[config.mk]
export PLATFORM = sky130hd
export DESIGN_NAME = valu_elem_sequencer_flat
export DESIGN_NICKNAME = d
export VERILOG_FILES = /design/src/rtl/valu_elem_sequencer_pkg.sv /design/src/rtl/valu_elem_sequencer_if.sv /design/src/rtl/valu_elem_sequencer.sv /design/src/flat_wrapper.sv
export SDC_FILE = /design/constraint.sdc
export NUM_CORES = 2
export LEC_CHECK = 0
export BUFFER_PORTS_ARGS = -buffer_cell sky130_fd_sc_hd__buf_2
export CAP_MARGIN = 40
export CORE_AREA = 2 2 456 458
export DETAILED_ROUTE_END_ITERATION = 10
export DIE_AREA = 0 0 458 460
export PLACE_DENSITY_LB_ADDON = 0.15
export SYNTH_ARGS = -nofsm -noshare
export SYNTH_HDL_FRONTEND = slang
export SYNTH_SLANG_ARGS = --single-unit
export TNS_END_PERCENT = 5
[constraint.sdc]
create_clock -name clk -period 2.9 [get_ports clk]
set_input_delay 0.435 -clock clk [delete_from_list [all_inputs] [get_ports clk]]
set_output_delay 0.435 -clock clk [all_outputs]
set_load 0.05 [all_outputs]
[src/rtl/valu_elem_sequencer_pkg.sv]
// -----------------------------------------------------------------------------
// valu_elem_sequencer_pkg
// Shared definitions for the vector element sequencer:
//   - vseq_state_e : sequencer FSM state encodings (IDLE/RUN/DONE)
//   - ALU_*        : scalar ALU opcode encodings driven on alu_op
//   - vl_clamp     : limits a requested vector length to the hardware maximum
// Optional feature macro used by the sequencer: VALU_SEQ_OVF_EN
// -----------------------------------------------------------------------------
package valu_elem_sequencer_pkg;

    typedef enum logic [1:0] {
        VSEQ_IDLE = 2'd0,
        VSEQ_RUN  = 2'd1,
        VSEQ_DONE = 2'd2
    } vseq_state_e;

    localparam logic [3:0] ALU_ADD   = 4'd0;
    localparam logic [3:0] ALU_SUB   = 4'd1;
    localparam logic [3:0] ALU_AND   = 4'd2;
    localparam logic [3:0] ALU_OR    = 4'd3;
    localparam logic [3:0] ALU_XOR   = 4'd4;
    localparam logic [3:0] ALU_SLL   = 4'd5;
    localparam logic [3:0] ALU_SRL   = 4'd6;
    localparam logic [3:0] ALU_SRA   = 4'd7;
    localparam logic [3:0] ALU_SLT   = 4'd8;
    localparam logic [3:0] ALU_SLTU  = 4'd9;
    localparam logic [3:0] ALU_LUI   = 4'd10;
    localparam logic [3:0] ALU_AUIPC = 4'd11;
    localparam logic [3:0] ALU_PASS  = 4'd12;
    localparam logic [3:0] ALU_SUBU  = 4'd13;

    // Effective element count: requests longer than the hardware holds are cut.
    function automatic int unsigned vl_clamp(input int unsigned vl, input int unsigned max_vl);
        if (vl > max_vl) begin
            vl_clamp = max_vl;
        end else begin
            vl_clamp = vl;
        end
    endfunction

endpackage

[src/rtl/valu_elem_sequencer_if.sv]
// -----------------------------------------------------------------------------
// valu_elem_sequencer_if
// Bundles the three buses of the vector element sequencer:
//   request  : req_valid/req_ready handshake plus op, vl, vx, vm, mask,
//              vs2, vs1, rs1 and vd_old operands
//   response : resp_valid/resp_ready handshake plus resp_vd
//   ALU      : alu_op/alu_inA/alu_inB towards the shared scalar ALU and
//              alu_out/alu_overflow back from it (combinational, same cycle)
// Modports:
//   slave  - the sequencer itself
//   master - the environment (issue stage, writeback consumer and ALU)
// -----------------------------------------------------------------------------
interface valu_elem_sequencer_if #(
    parameter int N      = 32,
    parameter int MAX_VL = 8,
    parameter int VL_W   = $clog2(MAX_VL) + 1
);
    logic                  req_valid;
    logic                  req_ready;
    logic [3:0]            req_op;
    logic [VL_W-1:0]       req_vl;
    logic                  req_vx;
    logic                  req_vm;
    logic [MAX_VL-1:0]     req_mask;
    logic [MAX_VL*N-1:0]   req_vs2;
    logic [MAX_VL*N-1:0]   req_vs1;
    logic [N-1:0]          req_rs1;
    logic [MAX_VL*N-1:0]   req_vd_old;

    logic                  resp_valid;
    logic                  resp_ready;
    logic [MAX_VL*N-1:0]   resp_vd;

    logic [3:0]            alu_op;
    logic [N-1:0]          alu_inA;
    logic [N-1:0]          alu_inB;
    logic [N-1:0]          alu_out;
    logic                  alu_overflow;

    modport slave (
        input  req_valid, req_op, req_vl, req_vx, req_vm, req_mask,
               req_vs2, req_vs1, req_rs1, req_vd_old,
        output req_ready,
        output resp_valid, resp_vd,
        input  resp_ready,
        output alu_op, alu_inA, alu_inB,
        input  alu_out, alu_overflow
    );

    modport master (
        output req_valid, req_op, req_vl, req_vx, req_vm, req_mask,
               req_vs2, req_vs1, req_rs1, req_vd_old,
        input  req_ready,
        input  resp_valid, resp_vd,
        output resp_ready,
        input  alu_op, alu_inA, alu_inB,
        output alu_out, alu_overflow
    );

endinterface

[src/rtl/valu_elem_sequencer.sv]
// -----------------------------------------------------------------------------
// valu_elem_sequencer
// Runs one vector ALU operation through a single external scalar ALU, one
// element per clock, and returns the merged destination vector.
//   clk      : single clock, rising edge
//   rst_n    : asynchronous active-low reset
//   flush    : synchronous abort, returns to IDLE and drops the result
//   bus      : request / response / ALU buses (valu_elem_sequencer_if.slave)
//   busy     : high while a request is in RUN or DONE
//   resp_ovf : per-element overflow flags (only with VALU_SEQ_OVF_EN)
// Optional feature macro: VALU_SEQ_OVF_EN
// Masked-off elements and tail elements (idx >= vl) keep their vd_old value.
// All outputs, including the ALU operands, come straight from flops; the
// operands for element idx+1 are loaded on the edge that retires element idx.
// -----------------------------------------------------------------------------
module valu_elem_sequencer
    import valu_elem_sequencer_pkg::*;
#(
    parameter int N      = 32,
    parameter int MAX_VL = 8,
    parameter int VL_W   = $clog2(MAX_VL) + 1
) (
    input  logic                  clk,
    input  logic                  rst_n,
    input  logic                  flush,
    valu_elem_sequencer_if.slave  bus,
`ifdef VALU_SEQ_OVF_EN
    output logic [MAX_VL-1:0]     resp_ovf,
`endif
    output logic                  busy
);

    localparam int IDX_W = $clog2(MAX_VL);
    localparam int VEC_W = MAX_VL * N;

    vseq_state_e         state_r;
    vseq_state_e         state_next_s;
    logic [IDX_W-1:0]    idx_r;
    logic [VL_W-1:0]     vl_eff_r;
    logic [3:0]          op_r;
    logic                vx_r;
    logic                vm_r;
    logic [MAX_VL-1:0]   mask_r;
    logic [VEC_W-1:0]    vs2_r;
    logic [VEC_W-1:0]    vs1_r;
    logic [N-1:0]        rs1_r;
    logic [VEC_W-1:0]    resp_vd_r;
    logic                req_ready_r;
    logic                resp_valid_r;
    logic                busy_r;
    logic [3:0]          alu_op_r;
    logic [N-1:0]        alu_a_r;
    logic [N-1:0]        alu_b_r;

    logic                accept_s;
    logic                last_s;
    logic                wr_en_s;
    logic [VL_W-1:0]     req_vl_eff_s;
    logic [IDX_W-1:0]    idx_nxt_s;
    logic [N-1:0]        a_nxt_s;
    logic [N-1:0]        b_nxt_s;

`ifdef VALU_SEQ_OVF_EN
    logic [MAX_VL-1:0]   ovf_r;
`else
    logic                unused_ovf_s;
    assign unused_ovf_s = bus.alu_overflow;
`endif

    // Next state, accept/write/last strobes and the next element's operands
    always_comb begin
        state_next_s = state_r;
        accept_s     = 1'b0;
        last_s       = 1'b0;
        wr_en_s      = 1'b0;
        req_vl_eff_s = VL_W'(vl_clamp(32'(bus.req_vl), 32'(MAX_VL)));
        idx_nxt_s    = idx_r + IDX_W'(1);
        a_nxt_s      = vs2_r[idx_nxt_s*N +: N];
        if (vx_r) begin
            b_nxt_s = rs1_r;
        end else begin
            b_nxt_s = vs1_r[idx_nxt_s*N +: N];
        end

        if (flush) begin
            state_next_s = VSEQ_IDLE;
        end else begin
            case (state_r)
                VSEQ_IDLE: begin
                    if (bus.req_valid) begin
                        accept_s = 1'b1;
                        if (req_vl_eff_s == VL_W'(0)) begin
                            state_next_s = VSEQ_DONE;
                        end else begin
                            state_next_s = VSEQ_RUN;
                        end
                    end else begin
                        state_next_s = VSEQ_IDLE;
                    end
                end
                VSEQ_RUN: begin
                    wr_en_s = vm_r | mask_r[idx_r];
                    if (VL_W'(idx_r) == (vl_eff_r - VL_W'(1))) begin
                        last_s       = 1'b1;
                        state_next_s = VSEQ_DONE;
                    end else begin
                        state_next_s = VSEQ_RUN;
                    end
                end
                VSEQ_DONE: begin
                    if (bus.resp_ready) begin
                        state_next_s = VSEQ_IDLE;
                    end else begin
                        state_next_s = VSEQ_DONE;
                    end
                end
                default: begin
                    state_next_s = VSEQ_IDLE;
                end
            endcase
        end
    end

    // State register, request capture, element merge and registered outputs
    always_ff @(posedge clk or negedge rst_n) begin
        if (!rst_n) begin
            state_r      <= VSEQ_IDLE;
            idx_r        <= '0;
            vl_eff_r     <= '0;
            op_r         <= 4'd0;
            vx_r         <= 1'b0;
            vm_r         <= 1'b0;
            mask_r       <= '0;
            vs2_r        <= '0;
            vs1_r        <= '0;
            rs1_r        <= '0;
            resp_vd_r    <= '0;
            req_ready_r  <= 1'b1;
            resp_valid_r <= 1'b0;
            busy_r       <= 1'b0;
            alu_op_r     <= 4'd0;
            alu_a_r      <= '0;
            alu_b_r      <= '0;
`ifdef VALU_SEQ_OVF_EN
            ovf_r        <= '0;
`endif
        end else begin
            state_r      <= state_next_s;
            req_ready_r  <= (state_next_s == VSEQ_IDLE);
            resp_valid_r <= (state_next_s == VSEQ_DONE);
            busy_r       <= (state_next_s != VSEQ_IDLE);

            if (flush) begin
                idx_r    <= '0;
                alu_op_r <= 4'd0;
                alu_a_r  <= '0;
                alu_b_r  <= '0;
`ifdef VALU_SEQ_OVF_EN
                ovf_r    <= '0;
`endif
            end else if (accept_s) begin
                idx_r     <= '0;
                vl_eff_r  <= req_vl_eff_s;
                op_r      <= bus.req_op;
                vx_r      <= bus.req_vx;
                vm_r      <= bus.req_vm;
                mask_r    <= bus.req_mask;
                vs2_r     <= bus.req_vs2;
                vs1_r     <= bus.req_vs1;
                rs1_r     <= bus.req_rs1;
                resp_vd_r <= bus.req_vd_old;
`ifdef VALU_SEQ_OVF_EN
                ovf_r     <= '0;
`endif
                // Preload element 0 so the ALU sees it in the first RUN cycle.
                if (req_vl_eff_s != VL_W'(0)) begin
                    alu_op_r <= bus.req_op;
                    alu_a_r  <= bus.req_vs2[N-1:0];
                    alu_b_r  <= bus.req_vx ? bus.req_rs1 : bus.req_vs1[N-1:0];
                end else begin
                    alu_op_r <= 4'd0;
                    alu_a_r  <= '0;
                    alu_b_r  <= '0;
                end
            end else if (state_r == VSEQ_RUN) begin
                if (wr_en_s) begin
                    resp_vd_r[idx_r*N +: N] <= bus.alu_out;
`ifdef VALU_SEQ_OVF_EN
                    ovf_r[idx_r] <= bus.alu_overflow;
`endif
                end
                // Quiet the shared ALU once the last element retires.
                if (last_s) begin
                    alu_op_r <= 4'd0;
                    alu_a_r  <= '0;
                    alu_b_r  <= '0;
                end else begin
                    idx_r    <= idx_nxt_s;
                    alu_op_r <= op_r;
                    alu_a_r  <= a_nxt_s;
                    alu_b_r  <= b_nxt_s;
                end
            end
        end
    end

    assign bus.req_ready  = req_ready_r;
    assign bus.resp_valid = resp_valid_r;
    assign bus.resp_vd    = resp_vd_r;
    assign bus.alu_op     = alu_op_r;
    assign bus.alu_inA    = alu_a_r;
    assign bus.alu_inB    = alu_b_r;
    assign busy           = busy_r;
`ifdef VALU_SEQ_OVF_EN
    assign resp_ovf       = ovf_r;
`endif

endmodule

[src/flat_wrapper.sv]
// flat-port wrapper written by rule: the top's interface ports become plain ports
module valu_elem_sequencer_flat import valu_elem_sequencer_pkg::*;
#(
    parameter int N      = 32,
    parameter int MAX_VL = 8,
    parameter int VL_W   = $clog2(MAX_VL) + 1
)
  (clk, rst_n, flush, busy, bus_req_valid, bus_req_op, bus_req_vl, bus_req_vx, bus_req_vm, bus_req_mask, bus_req_vs2, bus_req_vs1, bus_req_rs1, bus_req_vd_old, bus_req_ready, bus_resp_valid, bus_resp_vd, bus_resp_ready, bus_alu_op, bus_alu_inA, bus_alu_inB, bus_alu_out, bus_alu_overflow);
  valu_elem_sequencer_if #(.N(N), .MAX_VL(MAX_VL), .VL_W(VL_W)) bus_i ();
  input  logic clk;
  input  logic rst_n;
  input  logic flush;
  output logic busy;
  input wire logic [$bits(bus_i.req_valid)-1:0] bus_req_valid;
  input wire logic [$bits(bus_i.req_op)-1:0] bus_req_op;
  input wire logic [$bits(bus_i.req_vl)-1:0] bus_req_vl;
  input wire logic [$bits(bus_i.req_vx)-1:0] bus_req_vx;
  input wire logic [$bits(bus_i.req_vm)-1:0] bus_req_vm;
  input wire logic [$bits(bus_i.req_mask)-1:0] bus_req_mask;
  input wire logic [$bits(bus_i.req_vs2)-1:0] bus_req_vs2;
  input wire logic [$bits(bus_i.req_vs1)-1:0] bus_req_vs1;
  input wire logic [$bits(bus_i.req_rs1)-1:0] bus_req_rs1;
  input wire logic [$bits(bus_i.req_vd_old)-1:0] bus_req_vd_old;
  output wire logic [$bits(bus_i.req_ready)-1:0] bus_req_ready;
  output wire logic [$bits(bus_i.resp_valid)-1:0] bus_resp_valid;
  output wire logic [$bits(bus_i.resp_vd)-1:0] bus_resp_vd;
  input wire logic [$bits(bus_i.resp_ready)-1:0] bus_resp_ready;
  output wire logic [$bits(bus_i.alu_op)-1:0] bus_alu_op;
  output wire logic [$bits(bus_i.alu_inA)-1:0] bus_alu_inA;
  output wire logic [$bits(bus_i.alu_inB)-1:0] bus_alu_inB;
  input wire logic [$bits(bus_i.alu_out)-1:0] bus_alu_out;
  input wire logic [$bits(bus_i.alu_overflow)-1:0] bus_alu_overflow;
  assign bus_i.req_valid = bus_req_valid;
  assign bus_i.req_op = bus_req_op;
  assign bus_i.req_vl = bus_req_vl;
  assign bus_i.req_vx = bus_req_vx;
  assign bus_i.req_vm = bus_req_vm;
  assign bus_i.req_mask = bus_req_mask;
  assign bus_i.req_vs2 = bus_req_vs2;
  assign bus_i.req_vs1 = bus_req_vs1;
  assign bus_i.req_rs1 = bus_req_rs1;
  assign bus_i.req_vd_old = bus_req_vd_old;
  assign bus_req_ready = bus_i.req_ready;
  assign bus_resp_valid = bus_i.resp_valid;
  assign bus_resp_vd = bus_i.resp_vd;
  assign bus_i.resp_ready = bus_resp_ready;
  assign bus_alu_op = bus_i.alu_op;
  assign bus_alu_inA = bus_i.alu_inA;
  assign bus_alu_inB = bus_i.alu_inB;
  assign bus_i.alu_out = bus_alu_out;
  assign bus_i.alu_overflow = bus_alu_overflow;
  valu_elem_sequencer #(.N(N), .MAX_VL(MAX_VL), .VL_W(VL_W)) u_core (.clk(clk), .rst_n(rst_n), .flush(flush), .bus(bus_i), .busy(busy));
endmodule
==> Flow_metrics.wiki <==
{| class="wikitable"
! Metric !! Value
|-
| Total of buffers placed on input and output ports || between 1000 and 1500
|-
| Detailed-route vias per instance || 4.404
|-
| Count of buffering cells on the critical path with inverters included || 2
|-
| Die width || about 460 um
|-
| Max_cap viols || 0
|-
| Period utilisation layout || about 92%
|-
| RSZ-0062 raised after global routing || false
|-
| Die ar. || between 200000 and 250000 um^2
|-
| Vias in the first global route || ~42000
|-
| Initial antenna violation count || 38
|-
| Start of the worst register-to-register path || u_core.idx_r[0]
|-
| Sum of internal, switching and leakage power || 44.01 mW
|-
| Number of synthesized register bits || roughly 890
|-
| Clock transition time at the flip-flop clock pins of the worst setup and hold paths || 0.06 ns
|-
| Worst-case hold slack || between 0.1 and 0.15 ns
|-
| Final Hold Vio Count || 0
|-
| Setup Total Neg Slack || 0 ns
|-
| Worst-case hold path end point || u_core.bus.resp_vd[214]
|-
| Depth of the most critical reg-to-reg path || 7
|-
| Register-to-register setup slack || 0.22 ns
|-
| Via total after detailed routing || 40283
|-
| Number of rows in the core area || 167
|-
| Fraction of synthesis flops using an asynchronous set or reset pin || between 90% and 100%
|-
| Leakage Power || 30.18 nW
|-
| Residual antenna-violating net count after detailed routing || 0
|-
| Hold/Removal Path Class || input pin to flip-flop
|-
| Post-CTS Resized || 0
|-
| CP Class || flip-flop to flip-flop
|-
| Final worst-path setup slack || 0.2233 ns
|-
| Length of routed wiring on met1 || 92460 um
|-
| Detail-routed net length per standard cell || between 20 and 25 um
|-
| TritonCTS clock tree || yes
|-
| Kind of cell adding the most delay to the critical path || compound AO/OA/AOI/OAI gates
|-
| Pre-Repair DR Iteration Count || 5
|-
| Most instantiated flip-flop cell in the synthesis netlist || sky130_fd_sc_hd__dfrtp_1
|-
| Setup skew after layout || between 0.04 and 0.05 ns
|-
| Core box area || 206000 um^2
|-
| Final estimated routing congestion in global placement || roughly 0.86
|-
| Stage delay of the slowest cell on the critical path || between 0.5 and 0.6 ns
|-
| Area growth, synth to finish || 53.50%
|-
| Max Freq || between 300 and 400 MHz
|-
| DRC violation count after routing || 0
|-
| Post-synth EDFFs || 0
|-
| Placed cell areas || between 50000 and 60000 um^2
|-
| Peak supply drop || 493.7 uV
|-
| Cells along the critical path || mux2_1, a21o_1, buf_4, o31a_2, buf_12, a31oi_1, a21oi_1
|-
| Worst-case clock buffer depth || 3
|-
| Starting DRC count in detailed routing || 2654
|-
| Max-Slew Margin vs Limit || around 50%
|-
| Total congestion overflow || 0
|-
| Wire length of the first global-routing pass || between 300000 and 400000 um
|-
| Post-CTS setup-driven buffer insertion count || 0
|-
| Share of final-layout standard cells stronger than drive strength 1 || around a quarter
|-
| Arrival @ worst endpoint || around 3.3 ns
|-
| Mapped Cells || around 4400
|-
| Number of standard cells in the final layout excluding fillers || 9146
|-
| Instance count along the most critical hold path || 3
|-
| CTS root buffer || sky130_fd_sc_hd__clkbuf_16
|-
| Worst path slowest cell || sky130_fd_sc_hd__dfrtp_4
|-
| Mapped Nets || 5287
|-
| Sum of met3 wire segment lengths after detailed routing || approximately 11000 um
|-
| Initial cell density of the core || between 10% and 20%
|-
| Finished Core Util || a little under a third
|-
| Total half-perimeter wirelength after legalization and detailed placement || about 170000 um
|-
| Required time reported for the critical path endpoint || 3.53 ns
|-
| Layout Cell Area excl Fill || about 62000 um^2
|-
| Net count of the finished layout || roughly 7200
|-
| Met2 layer wire length in the routed design || approximately 110000 um
|-
| Total wire length after detailed routing || 226000 um
|-
| Transition time of the tightest slew-check pin || around 0.75 ns
|-
| Average cell area after synthesis || around 9.2 um^2
|-
| Clock Latency Late Sink || 0.77 ns
|-
| Number of endpoints failing setup at the final stage || 0
|-
| Outcome || completed
|-
| FILL cells || ~22000
|-
| Largest driver fanout on the critical path || 64
|-
| Height of the die || between 400 and 500 um
|-
| Synthesis Warnings || 0
|-
| Ratio of total power to cell area || approximately 710 nW/um^2
|-
| Instance count after placement with tap cells included || approximately 8100
|-
| CTS Hold Bufs || ~830
|-
| Place WS || 0.1871 ns
|-
| Sink Count || approximately 900
|-
| Distinct cell type count of the synthesized netlist || 50
|-
| Total standard cell area after synthesis || 40540 um^2
|-
| Maximum level of the CTS H-tree || 3
|-
| Startpoint of the most critical hold path || bus_alu_out[22]
|-
| Number of ports placed on the die boundary || 1183
|-
| Pins over their slew limit || 0
|-
| Critical Path Sink Type || flip-flop
|-
| Fraction of the yosys area taken by sequential cells || 55.18%
|-
| Endpoint of the worst-slack reg-to-reg timing path || u_core.bus.resp_vd[144]
|-
| Highest routing layer actually used || met5
|-
| Final period demand of the worst path || between 2 and 3 ns
|-
| Total global-route track usage || between 20% and 30%
|-
| Maximum number of pins on one net before global-route repair || roughly 140
|-
| Startpoint class of the critical path || flip-flop
|-
| Number of buffers created by CTS || approximately 110
|}
## synthesized netlist by cell type (all sizes together) (2+ instances only)
master  count  share of area, %
and2        2             0.031
clkbuf    240               2.3
nand3      24              0.30
nor2b       3             0.046
a22oi      36              0.67
dfrtp     893                55
mux2i     132               3.3
buf       108               1.4
inv        10             0.093
or2         3             0.046
a21o        2             0.037
o21bai      2             0.037
a21oi     292               3.6
xor2        4              0.10
o311a       5              0.12
o21ai     140               1.7
o311ai      5              0.20
nand2b      4             0.062
nor3b       3             0.068
xnor2       2             0.043
nor2      266               2.5
ha          4              0.12
nand3b      4             0.074
o221ai     32              0.69
mux4      128               7.1
nor3        5             0.090
or3         2             0.031
nand2    1948                18
a31oi     116               1.8
## placed cells by master (no fill, tap or decap), types with 23 or more instances in the layout
cell type,Yosys,final
sky130_fd_sc_hd__a21oi_1,292,292
sky130_fd_sc_hd__a22oi_1,36,36
sky130_fd_sc_hd__a31oi_1,116,116
sky130_fd_sc_hd__buf_12,0,65
sky130_fd_sc_hd__buf_2,91,1180
sky130_fd_sc_hd__buf_4,10,67
sky130_fd_sc_hd__clkbuf_1,222,36
sky130_fd_sc_hd__clkbuf_16,0,114
sky130_fd_sc_hd__clkbuf_8,0,24
sky130_fd_sc_hd__dfrtp_1,893,891
sky130_fd_sc_hd__dlygate4sd3_1,0,825
sky130_fd_sc_hd__mux2i_1,132,132
sky130_fd_sc_hd__mux4_2,128,128
sky130_fd_sc_hd__nand2_1,1948,1948
sky130_fd_sc_hd__nand3_1,24,23
sky130_fd_sc_hd__nor2_1,266,265
sky130_fd_sc_hd__o21ai_0,113,113
sky130_fd_sc_hd__o21ai_1,26,26
sky130_fd_sc_hd__o221ai_1,32,32
## sequential cells by signal, summed over array words and instances, names as in the netlist, 8 cells and up
register / cells
u_core.bus.alu_inA: 32
u_core.bus.alu_inB: 32
u_core.bus.resp_vd: 256
u_core.mask_r: 8
u_core.rs1_r: 32
u_core.vs1_r: 256
u_core.vs2_r: 256
## area by class of cell
class | count | area (um^2) | share of cell area [%]
Timing Repair Buffer | 2138 | 15980 | 25.68
Inverter | 10 | 37.54 | 0.06032
Antenna cell | 22 | 55.05 | 0.08846
Clock inverter | 29 | 289.0 | 0.4644
Tap cell | 2704 | 3383 | 5.436
Sequential cell | 894 | 22380 | 35.96
Clock buffer | 174 | 3318 | 5.332
Multi-Input combinational cell | 3175 | 16790 | 26.98
## layer usage
layer  track usage (%)  vias up
met4             9.205       20
met5                 0        -
met2             36.37     1329
met1             25.48    20186
li1                  -    18406
met3             3.135      342
## tightest hold or removal path, delay by kind of cell
kind / cells / cell delay (ns)
and+or+nand+nor: 1 / 0.10
AOI/OAI and AO/OA: 1 / 0.07
buffers and inverters: 1 / 0.21
## how the worst max path moves through the flow
| stage | depth (start not counted) | slack [ns] | from | endpoint |
|---|---|---|---|---|
| floorplan | 11 | 0.09 | u_core.idx_r[0] | u_core.bus.alu_inA[10] |
| finish | 7 | 0.22 | u_core.idx_r[0] | u_core.bus.resp_vd[144] |
| detailed placement | 7 | 0.19 | u_core.idx_r[0] | u_core.bus.resp_vd[162] |
| global placement | 8 | 0.24 | u_core.idx_r[0] | u_core.bus.alu_inB[28] |
| global route | 8 | 0.03 | u_core.idx_r[0] | u_core.bus.resp_vd[144] |
| CTS | 7 | 0.17 | u_core.idx_r[0] | u_core.bus.resp_vd[163] |
## kinds of logic (layout without fill, tap and decap cells)
kind of cell	count (synthesis)	count (layout)	share of synthesized area, %
compound gates	635	635	9.015
xor+xnor	7	7	0.2037
fa+ha+maj	4	4	0.1235
buf+inv	358	2351	3.744
flops	894	894	55.18
mux	261	261	10.40
other cells	0	22	0
simple gates	2268	2268	21.33
## where the power goes
| group | leakage, nW | total, mW | internal, mW | switching (mW) |
|---|---|---|---|---|
| sequential | 10.9 | 16.7 | 15.1 | 1.60 |
| combinational | 17.5 | 13.2 | 4.32 | 8.86 |
| clock | 1.78 | 14.2 | 8.09 | 6.08 |
| total | 30.2 | 44.0 | 27.5 | 16.5 |
Power figures use the tool's default switching activity.
